===== config.mk =====
export PLATFORM = sky130hd
export DESIGN_NAME = modem_ctrl
export DESIGN_NICKNAME = d
export VERILOG_FILES = /design/src/rtl/modem_ctrl.sv
export SDC_FILE = /design/constraint.sdc
export NUM_CORES = 1
export LEC_CHECK = 0
export BUFFER_PORTS_ARGS = -buffer_cell sky130_fd_sc_hd__buf_2
export CAP_MARGIN = 20
export CORE_MARGIN = 3
export CORE_UTILIZATION = 45
export CTS_BUF_LIST = sky130_fd_sc_hd__clkbuf_4
export CTS_CLUSTER_DIAMETER = 50
export DETAILED_ROUTE_END_ITERATION = 12
export PLACE_DENSITY = 0.74
export SLEW_MARGIN = 15
export SYNTH_ARGS = -nofsm -noshare
export SYNTH_HDL_FRONTEND = slang
export SYNTH_SLANG_ARGS = --single-unit

===== constraint.sdc =====
create_clock -name PCLK -period 1.1 [get_ports PCLK]
set_input_delay 0.22 -clock PCLK [delete_from_list [all_inputs] [get_ports PCLK]]
set_output_delay 0.22 -clock PCLK [all_outputs]
set_load 0.1 [all_outputs]

===== src/rtl/modem_ctrl.sv =====
// Modem control/status: drives RTS/DTR pads, synchronises CTS/DSR/RI/DCD,
// keeps the MSR image with sticky deltas, interrupt and internal loopback.
module modem_ctrl #(
  parameter int SYNC_STAGES = 2
) (
  input  logic       PCLK,
  input  logic       PRESETn,
  input  logic       mcr_dtr,
  input  logic       mcr_rts,
  input  logic       mcr_out1,
  input  logic       mcr_out2,
  input  logic       mcr_loop,
  input  logic       ms_int_en,
  input  logic       msr_rd,
  input  logic       cts_pad_i,
  input  logic       dsr_pad_i,
  input  logic       ri_pad_i,
  input  logic       dcd_pad_i,
  output logic       rts_pad_o,
  output logic       dtr_pad_o,
  output logic [7:0] msr,
  output logic       ms_int
);

  logic [3:0] pads;
  logic [3:0] sync_q [SYNC_STAGES];
  logic [3:0] cur;
  logic [3:0] prev;
  logic [3:0] delta;
  logic [3:0] set;

  assign pads = {dcd_pad_i, ri_pad_i, dsr_pad_i, cts_pad_i};

  always_ff @(posedge PCLK or negedge PRESETn) begin
    if (!PRESETn) begin
      for (int i = 0; i < SYNC_STAGES; i++)
        sync_q[i] <= '0;
    end else begin
      sync_q[0] <= pads;
      for (int i = 1; i < SYNC_STAGES; i++)
        sync_q[i] <= sync_q[i-1];
    end
  end

  // Loopback feeds the MCR bits straight in, bypassing the synchroniser
  assign cur = mcr_loop ?
    {mcr_out2, mcr_out1, mcr_dtr, mcr_rts} :
    sync_q[SYNC_STAGES-1];

  // TERI records only the trailing edge of ring
  always_comb begin
    set    = cur ^ prev;
    set[2] = prev[2] & ~cur[2];
  end

  always_ff @(posedge PCLK or negedge PRESETn) begin
    if (!PRESETn) begin
      prev      <= '0;
      delta     <= '0;
      rts_pad_o <= 1'b0;
      dtr_pad_o <= 1'b0;
    end else begin
      prev      <= cur;
      delta     <= (msr_rd ? 4'h0 : delta) | set;
      rts_pad_o <= mcr_rts & ~mcr_loop;
      dtr_pad_o <= mcr_dtr & ~mcr_loop;
    end
  end

  assign msr    = {cur, delta};
  assign ms_int = ms_int_en & (|delta);

endmodule


After elaboration in Yosys (flattened, before gate mapping)
Cells that the tools add are included.
{ "classes": {"n_mux": 2, "bitwise": 8, "reduce_logical": 1} }
{ "ops": {"columns": ["cell", "n"], "rows": [
  ["4-bit two-way mux", 2],
  ["1-bit bitwise AND", 4],
  ["4-bit OR", 1],
  ["4-bit OR reduction", 1],
  ["4-bit XOR", 1],
  ["1-bit inverter", 2]
]} }
{ "totals": {"ff_bits": 18, "out_inout_bits": 11} }

Longest topological paths before layout
Gate-level depths: netlist (run 1).
{ "depth": {"depth_word": 4, "ltp_mapped": 3} }

Worst setup path before layout (run 1)
OpenSTA, ideal clock, no wires.
{ "synth_timing": {"path_type": "reg2out", "from": "reg delta[0]", "to": "out ms_int", "arrival_ns": 1.889, "setup_slack_ns": -1.009, "path_stages_with_launch": 2, "path_buffers": 0, "path_cell_list": "dfrtp_1 o41a_1"} }
{ "synth_via": {"elab_chain_len": 2} }
{ "synth_rtl": {"columns": ["element", "line", "source"], "rows": [
  ["start, declared", "29", "logic [3:0] delta;"],
  ["start signal, assigned", "64", "delta <= (msr_rd ? 4'h0 : delta) | set;"],
  ["4-bit OR reduction", "71", "assign ms_int = ms_int_en & (|delta);"],
  ["1-bit bitwise AND", "71", null],
  ["end, declared", "22", "output logic ms_int"]
]} }
Every way passes these cells.

Final worst setup path (run 1)
{ "layout_timing": {"from": "reg delta[1]", "to": "out ms_int"} }
The elaborated chain is that of the path after synthesis.

==> results of run 1 <==
final cells by class:
type / count / area, sq um
clock buffers: 3 / 22.5
flip-flops and latches: 18 / 465
multi-input cells: 20 / 220
well taps: 15 / 18.8
repair buffers: 37 / 425
clock inverters: 1 / 3.75
inverters: 2 / 7.51
fillers: 56 / 154
timing repair:
action | CTS | global route
resized for setup | 9 | 9
buffers inserted | 4 | 3
pin swaps | 0 | 3
setup endpoints to repair | 13 | 14
hold endpoints to repair | 18 | 0
hold buffers | 1 | 0
Yosys cell counts:
master   number  share of area, %
o22ai_1       1              0.97
and2b_1       2               2.3
dfrtp_1      18                70
and2b_2       2               2.7
o41a_1        1               1.7
nor3_2        3               4.7
nor2b_1       4               3.9
mux2_4        3               7.0
mux2_2        1               1.7
inv_1         2               1.2
a21oi_2       3               4.1
worst min-delay path by stage:
stage,from,endpoint,slack (ps),depth (start not counted)
after floorplan,PRESETn,delta[2],-80,0
after global placement,PRESETn,sync_q[7],160,1
after detailed placement,PRESETn,sync_q[6],160,1
after CTS,dcd_pad_i,sync_q[7],30,1
after global routing,ri_pad_i,sync_q[6],10,1
final,dcd_pad_i,sync_q[7],40,1
metrics by stage:
step                      power, uW  area (sq um)
after floorplan                1110           678
after global placement         1360          1010
after detailed placement       1370          1010
after CTS                      1730          1110
final                          1740          1160
after global routing           1830          1160
flip-flops by register name, indices dropped and copies added, names as in the netlist:
register / count
delta: 4
dtr_pad_o: 1
prev: 4
rts_pad_o: 1
sync_q: 8
power groups by stage:
stage,Clock [uW],Combinational [uW],Sequential (uW)
global route,364,711,755
detailed placement,0,606,760
floorplan,0,189,921
global placement,0,600,756
CTS,331,651,749
finish,310,684,750
worst max-delay path, delay by kind of cell (launching register included):
family	cells	cell delay (ps)
AO/OA/AOI/OAI	1	500
buffers and inverters	1	170
flip-flops	1	490
logic make-up (layout without fill, tap and decap cells):
| group | after synthesis | after routing | synth area share, % |
|---|---|---|---|
| flops | 18 | 18 | 69.8 |
| simple gates | 11 | 11 | 13.6 |
| compound gates | 5 | 5 | 6.78 |
| mux | 4 | 4 | 8.72 |
| buf+inv | 2 | 43 | 1.16 |
layer usage:
layer,track usage (%),wire length [um],vias up
li1,-,-,216
met1,17.3,465,227
met2,25.6,746,17
met3,4.15,71,0
met4,5.42,0,0
met5,0,0,-
==> key figures, run 1 <==
Clock network
  • CTS root buf: clkbuf_4
  • Num Clock Sinks: 18
  • CTS tree: built
  • CTS H-Tree Depth: 1
  • Clock Latency Late Sink: around 280 ps
  • Num CTS Buffers: 3
  • CTS clk-pin slew, worst paths: around 90 ps
  • Worst-case clock buffer depth: 2

Detailed routing
  • Final antenna-violating net count: 0
  • Routed vias: 460
  • Pre-antenna DRT Iters: 2
  • Final WL: between 1 and 1.5 mm
  • # DRC: 0
  • WL per Instance: between 10 and 15 um
  • DRT iter0 DRCs: 5
  • Vias per cell: 4.79

Worst hold path
  • Min-delay worst type: in2reg

Critical path
  • Critical Path Sink: ms_int
  • Setup crit end kind: primary output
  • Worst reg-to-reg path cell count: 5
  • Critical path type: reg2out
  • Slowest stage delay, CP: around 500 ps
  • CP startpoint kind: flop
  • Arrival @ worst endpoint: around 1400 ps
  • R2R Path Start: delta[1]
  • Worst path cell trace: o41a_4 -> buf_12
  • Critical Path Start: delta[1]
  • Worst r2r dst: delta[1]
  • Max stage delay cell, worst path: o41a_4
  • CP Max Fanout: 2
  • Critical Path RT: 880 ps
  • Flop-to-flop setup slack: -150 ps

Finish
  • Final core utilization: roughly nine tenths
  • Layout cells sized above 1: about three quarters
  • Ant. Diodes: 0
  • Final #Nets: between 90 and 100
  • Syn-to-layout area delta: 80.2%
  • Layout Cells excl Fill: 96
  • Most frequent cells in the layout: 12 x buf_2, 12 x dfrtp_1, 11 x buf_12

Pwr
  • Max IR drop VDD: roughly 1.4 mV
  • Clock network fraction of total power: approximately 18%
  • Sw Ratio: 34.5%
  • Comb pwr share: around two fifths
  • Psw: approximately 600 uW
  • Seq pwr share: a little over two fifths
  • PD cells: around 1500 nW/um^2
  • Int Pwr: approximately 1100 uW
  • Leakage: ~0.00055 uW

Synth
  • Post-Syn Instances: 40
  • Register bit count reported by yosys: 18
  • Ys Warns: 0
  • Sequential element share of the synthesized area: 69.8%
  • Mapped Nets: 53
  • Syn avg cell area: about 16 sq um
  • Netlist cell types: 11
  • Mapped Area: about 650 sq um

STA
  • Max Fclk: roughly 600 MHz
  • RSZ-0062 raised after global routing: true
  • Slew headroom: ~74%
  • Post-route minimum period: around 1700 ps
  • Worst-margin pin slew: ~380 ps
  • Final setup vio count: 12
  • Period utilization: 151%
  • Worst-case hold slack: around 39 ps
  • Final Hold Fails: 0
  • Total Neg Setup Slack: -2440 ps
  • Final worst setup slack: -563 ps
  • Clk_skew: approximately 1.6 ps
  • Slew Viols, Final: 0

Global routing
  • Largest net degree at the start of global routing: 19
  • GRT overflow: 0
  • Vias in the first global route: ~450
  • Total track usage: approximately 15%
  • Global-route wire length before repair: 2.05 mm
  • Initial antenna violation count: 0

Status
  • Failing checks: negative setup slack
  • Status: finished with violations

Place
  • Count of buffers from port buffering: 23
  • Gpl congestion: 0.682
  • Place WS: -356 ps
  • Dpl hpwl: ~880 um
  • DP Cell Count: between 80 and 90

Die
  • # IOs: 24
  • Area of the die: 1930 sq um
  • DIE HEIGHT: between 40 and 50 um
  • Initial Util: about half
  • # rows: 13
  • Die X: 43.9 um
  • Core ar.: between 1000 and 1500 sq um

Job
  • Max_cap viols: 0
Note: power is estimated with default switching activity, not from simulation.
==> run 2: changes to the inputs <==
- SKIP_CTS_REPAIR_TIMING: unset -> 1
==> key figures, run 2 (synthesis results as in run 1) <==
Critical path
  • Setup crit end kind: primary output
  • Arrival @ worst endpoint: about 1400 ps
  • Slowest stage delay, CP: ~500 ps
  • Critical path buffers and inverters: 1
  • Critical Path RT: 880 ps
  • Max stage delay cell, worst path: o41a_4
  • CP startpoint kind: flop
  • Top delay family on crit path: compound AO/OA/AOI/OAI gates
  • Worst path cell trace: o41a_4 -> buf_12
  • Flop-to-flop setup slack: -40 ps
  • CP Max Fanout: 2
  • Critical path type: reg2out

Finish
  • Layout Cells excl Fill: 93
  • Biggest register: sync_q
  • Ant. Diodes: 0
  • Final instance area: 1130 sq um
  • Final #Nets: 92
  • Biggest regs: sync_q (8), delta (4), prev (4)
  • Syn-to-layout area delta: 74.8%
  • Filler Cells Inserted: between 70 and 80
  • Layout cells sized above 1: between 70% and 80%
  • Most frequent cells in the layout: 12 x buf_2, 12 x dfrtp_1, 11 x buf_12
  • Max FFs per register: 8

Global routing
  • GRT overflow: 0
  • Largest net degree at the start of global routing: 19
  • Initial antenna violation count: 0
  • Global-route wire length before repair: just under 2 mm
  • Total track usage: roughly 14%
  • Vias in the first global route: between 400 and 500

Die
  • Initial Util: 49.0%
  • # rows: 13
  • # IOs: 24
  • Core ar.: about 1300 sq um
  • Area of the die: 1930 sq um
  • DIE HEIGHT: about 44 um
  • Die X: roughly 44 um

STA
  • Slew headroom: 74.3%
  • Final Hold Fails: 0
  • Final worst setup slack: -560 ps
  • Clk_skew: ~3.7 ps
  • Final setup vio count: 11
  • Worst-margin pin slew: about 390 ps
  • Post-route minimum period: 1660 ps
  • RSZ-0062 raised after global routing: true
  • Period utilization: 151%
  • Slew Viols, Final: 0
  • Max Fclk: between 600 and 700 MHz

Status
  • Status: finished with violations
  • Failing checks: negative setup slack

Detailed routing
  • Final antenna-violating net count: 0
  • Routed vias: roughly 440
  • Pre-antenna DRT Iters: 2
  • Final WL: 1.17 mm
  • # DRC: 0
  • WL per Instance: ~13 um
  • DRT iter0 DRCs: 5
  • Vias per cell: around 4.8

Pwr
  • PD cells: ~1500 nW/um^2
  • Leakage: roughly 0.00053 uW
  • Max IR drop VDD: approximately 1.4 mV

Clock network
  • CTS clk-pin slew, worst paths: ~100 ps
  • Worst-case clock buffer depth: 2
  • Num Clock Sinks: 18
  • Num CTS Buffers: 3
  • Clock Latency Late Sink: 280 ps
  • CTS tree: built
  • CTS root buf: clkbuf_4
  • CTS H-Tree Depth: 1

Place
  • Gpl congestion: between 0.6 and 0.7
  • DP Cell Count: 85
  • Cell Area, Placed: slightly above 1000 sq um
  • Dpl hpwl: a little under 900 um
  • Count of buffers from port buffering: 23
  • Place WS: -356 ps

Worst hold path
  • Min-delay worst type: in2reg

Job
  • Max_cap viols: 0
## run 2: routing by layer
metal	GRT usage [%]	up-vias	routed length (um)
li1	-	211	-
met1	16.8	211	423
met2	24.4	19	636
met3	4.56	2	89
met4	5.42	0	18
met5	0	-	0
## run 2: area by class of cell
type / instances / area [sq um] / share of cell area (%)
Inverter: 2 / 7.51 / 0.665
Clock inverter: 1 / 3.75 / 0.333
Multi-Input combinational cell: 20 / 226 / 20.1
Tap cell: 15 / 18.8 / 1.66
Timing Repair Buffer: 34 / 384 / 34.0
Clock buffer: 3 / 22.5 / 2.00
Sequential cell: 18 / 465 / 41.2
## run 2: worst reg2reg max path: stages (launching register included)
cell,delay [ps]
dfrtp_4,490
buf_4,150
and2b_1,180
nor2b_1,150
a21oi_2,70
## run 2: worst paths after layout
check	cells after the start	endpoint	startpoint
max	2	ms_int	delta[1]
min	1	sync_q[7]	dcd_pad_i
max reg2reg	4	delta[1]	delta[1]
min reg2reg	0	sync_q[2]	sync_q[6]
max in group asynchronous	2	delta[0]	PRESETn
min in group asynchronous	2	sync_q[4]	PRESETn
## run 2: power by group
| part | switching [uW] | internal [uW] |
|---|---|---|
| clock network | 182 | 131 |
| logic | 386 | 272 |
| registers | 30.9 | 719 |
## run 2: metrics by stage
step           hold slack [ps]  total power [uW]  TNS, ps  utilization (%)
2_1_floorplan            -75.6              1110     -509                -
3_3_place_gp               158              1360     -545             77.0
3_5_place_dp               163              1370     -612             77.0
4_1_cts                   -151              1680    -2560             79.0
5_1_grt                   13.4              1810    -2860             85.7
6_report                  35.7              1720    -2250             85.7
==> run 3: changes to the inputs <==
- GPL_TIMING_DRIVEN: unset -> 0
==> key figures, run 3 (synthesis results as in run 1) <==
Detailed routing
  • Final antenna-violating net count: 0
  • WL per Instance: 13.1 um
  • Pre-antenna DRT Iters: 2
  • # DRC: 0
  • DRT iter0 DRCs: 2
  • Routed vias: 430
  • Vias per cell: 4.89
  • Final WL: 1.15 mm

Finish
  • Final core utilization: 81.2%
  • Biggest regs: sync_q (8), delta (4), prev (4)
  • Biggest register: sync_q
  • Final #Nets: 87
  • Layout cells sized above 1: roughly 73%
  • Ant. Diodes: 0
  • Syn-to-layout area delta: 65.7%
  • Max FFs per register: 8
  • Most frequent cells in the layout: 12 x buf_2, 12 x dfrtp_1, 9 x buf_12

Clock network
  • Worst-case clock buffer depth: 2
  • CTS H-Tree Depth: 1
  • CTS root buf: clkbuf_4
  • Clock Latency Late Sink: ~280 ps
  • Num CTS Buffers: 3
  • Num Clock Sinks: 18
  • CTS clk-pin slew, worst paths: roughly 100 ps
  • CTS tree: built

Critical path
  • Worst r2r dst: delta[1]
  • Critical Path RT: 880 ps
  • Critical Path Start: delta[1]
  • Setup crit end kind: primary output
  • Flop-to-flop setup slack: -30 ps
  • CP Max Fanout: 2
  • Arrival @ worst endpoint: about 1400 ps
  • Critical path type: reg2out
  • Critical Path Sink: ms_int
  • Worst reg-to-reg path cell count: 4
  • CP startpoint kind: flop
  • R2R Path Start: sync_q[1]

Place
  • Count of buffers from port buffering: 23
  • Place WS: -361 ps
  • Gpl congestion: approximately 0.65
  • Dpl hpwl: between 700 and 800 um

Die
  • # IOs: 24
  • Core ar.: about 1300 sq um
  • DIE HEIGHT: ~44 um
  • Die X: between 40 and 50 um
  • Initial Util: roughly half
  • # rows: 13
  • Area of the die: 1930 sq um

Global routing
  • Global-route wire length before repair: between 1.5 and 2 mm
  • Initial antenna violation count: 0
  • Largest net degree at the start of global routing: 19
  • GRT overflow: 0
  • Total track usage: 11.9%
  • Vias in the first global route: between 400 and 500

STA
  • Slew headroom: 74.4%
  • Clk_skew: 5.11 ps
  • RSZ-0062 raised after global routing: true
  • Post-route minimum period: between 1500 and 2000 ps
  • Final Hold Fails: 0
  • Worst-margin pin slew: just under 400 ps
  • Period utilization: 151%
  • Final worst setup slack: -556 ps
  • Worst-case hold slack: roughly 37 ps
  • Final setup vio count: 10
  • Max Fclk: 604 MHz
  • Slew Viols, Final: 0

Status
  • Failing checks: negative setup slack
  • Status: finished with violations

Worst hold path
  • Min-delay worst type: in2reg
  • Hold_sp: cts_pad_i

Job
  • Max_cap viols: 0

Pwr
  • Leakage: 0.000503 uW
  • Max IR drop VDD: 1.23 mV
  • Tot Pwr: 1710 uW
  • PD cells: about 1600 nW/um^2
[run 3: worst max-delay path: stages (launching register included)]
cell,delay (ps)
dfrtp_4,480
o41a_4,500
buf_12,170
[run 3: cell type report]
cell class	count	area, sq um
tap	15	18.8
multi-input combinational	20	230
clock buffer	4	30.0
sequential	18	465
fill	66	248
inverter	2	7.51
timing repair buffer	29	318
[run 3: where the power goes]
part | switching (uW) | total [uW] | internal, uW
Sequential | 38.0 | 757 | 719
Combinational | 371 | 600 | 230
Clock | 183 | 348 | 165
Total | 592 | 1710 | 1110
[run 3: how the worst min path moves through the flow]
stage,to,cells after the start
CTS,sync_q[4],1
detailed placement,sync_q[7],1
global route,sync_q[4],1
finish,sync_q[4],1
floorplan,delta[2],0
global placement,sync_q[7],1
[run 3: metrics by stage]
stage / std cells / cell area [sq um] / TNS (ps)
global placement: 78 / 812 / -1020
finish: 88 / 1070 / -1940
floorplan: 40 / 678 / -509
CTS: 82 / 842 / -3540
global route: 88 / 1070 / -2430
detailed placement: 78 / 812 / -1090
[run 3: metal layers]
| metal | global-route usage [%] | vias to the layer above | part of all wire, % |
|---|---|---|---|
| li1 | - | 199 | - |
| met1 | 14.3 | 214 | 42 |
| met2 | 20.3 | 17 | 51 |
| met3 | 3.73 | 0 | 6.7 |
| met4 | 3.61 | 0 | 0 |
| met5 | 0 | - | 0 |
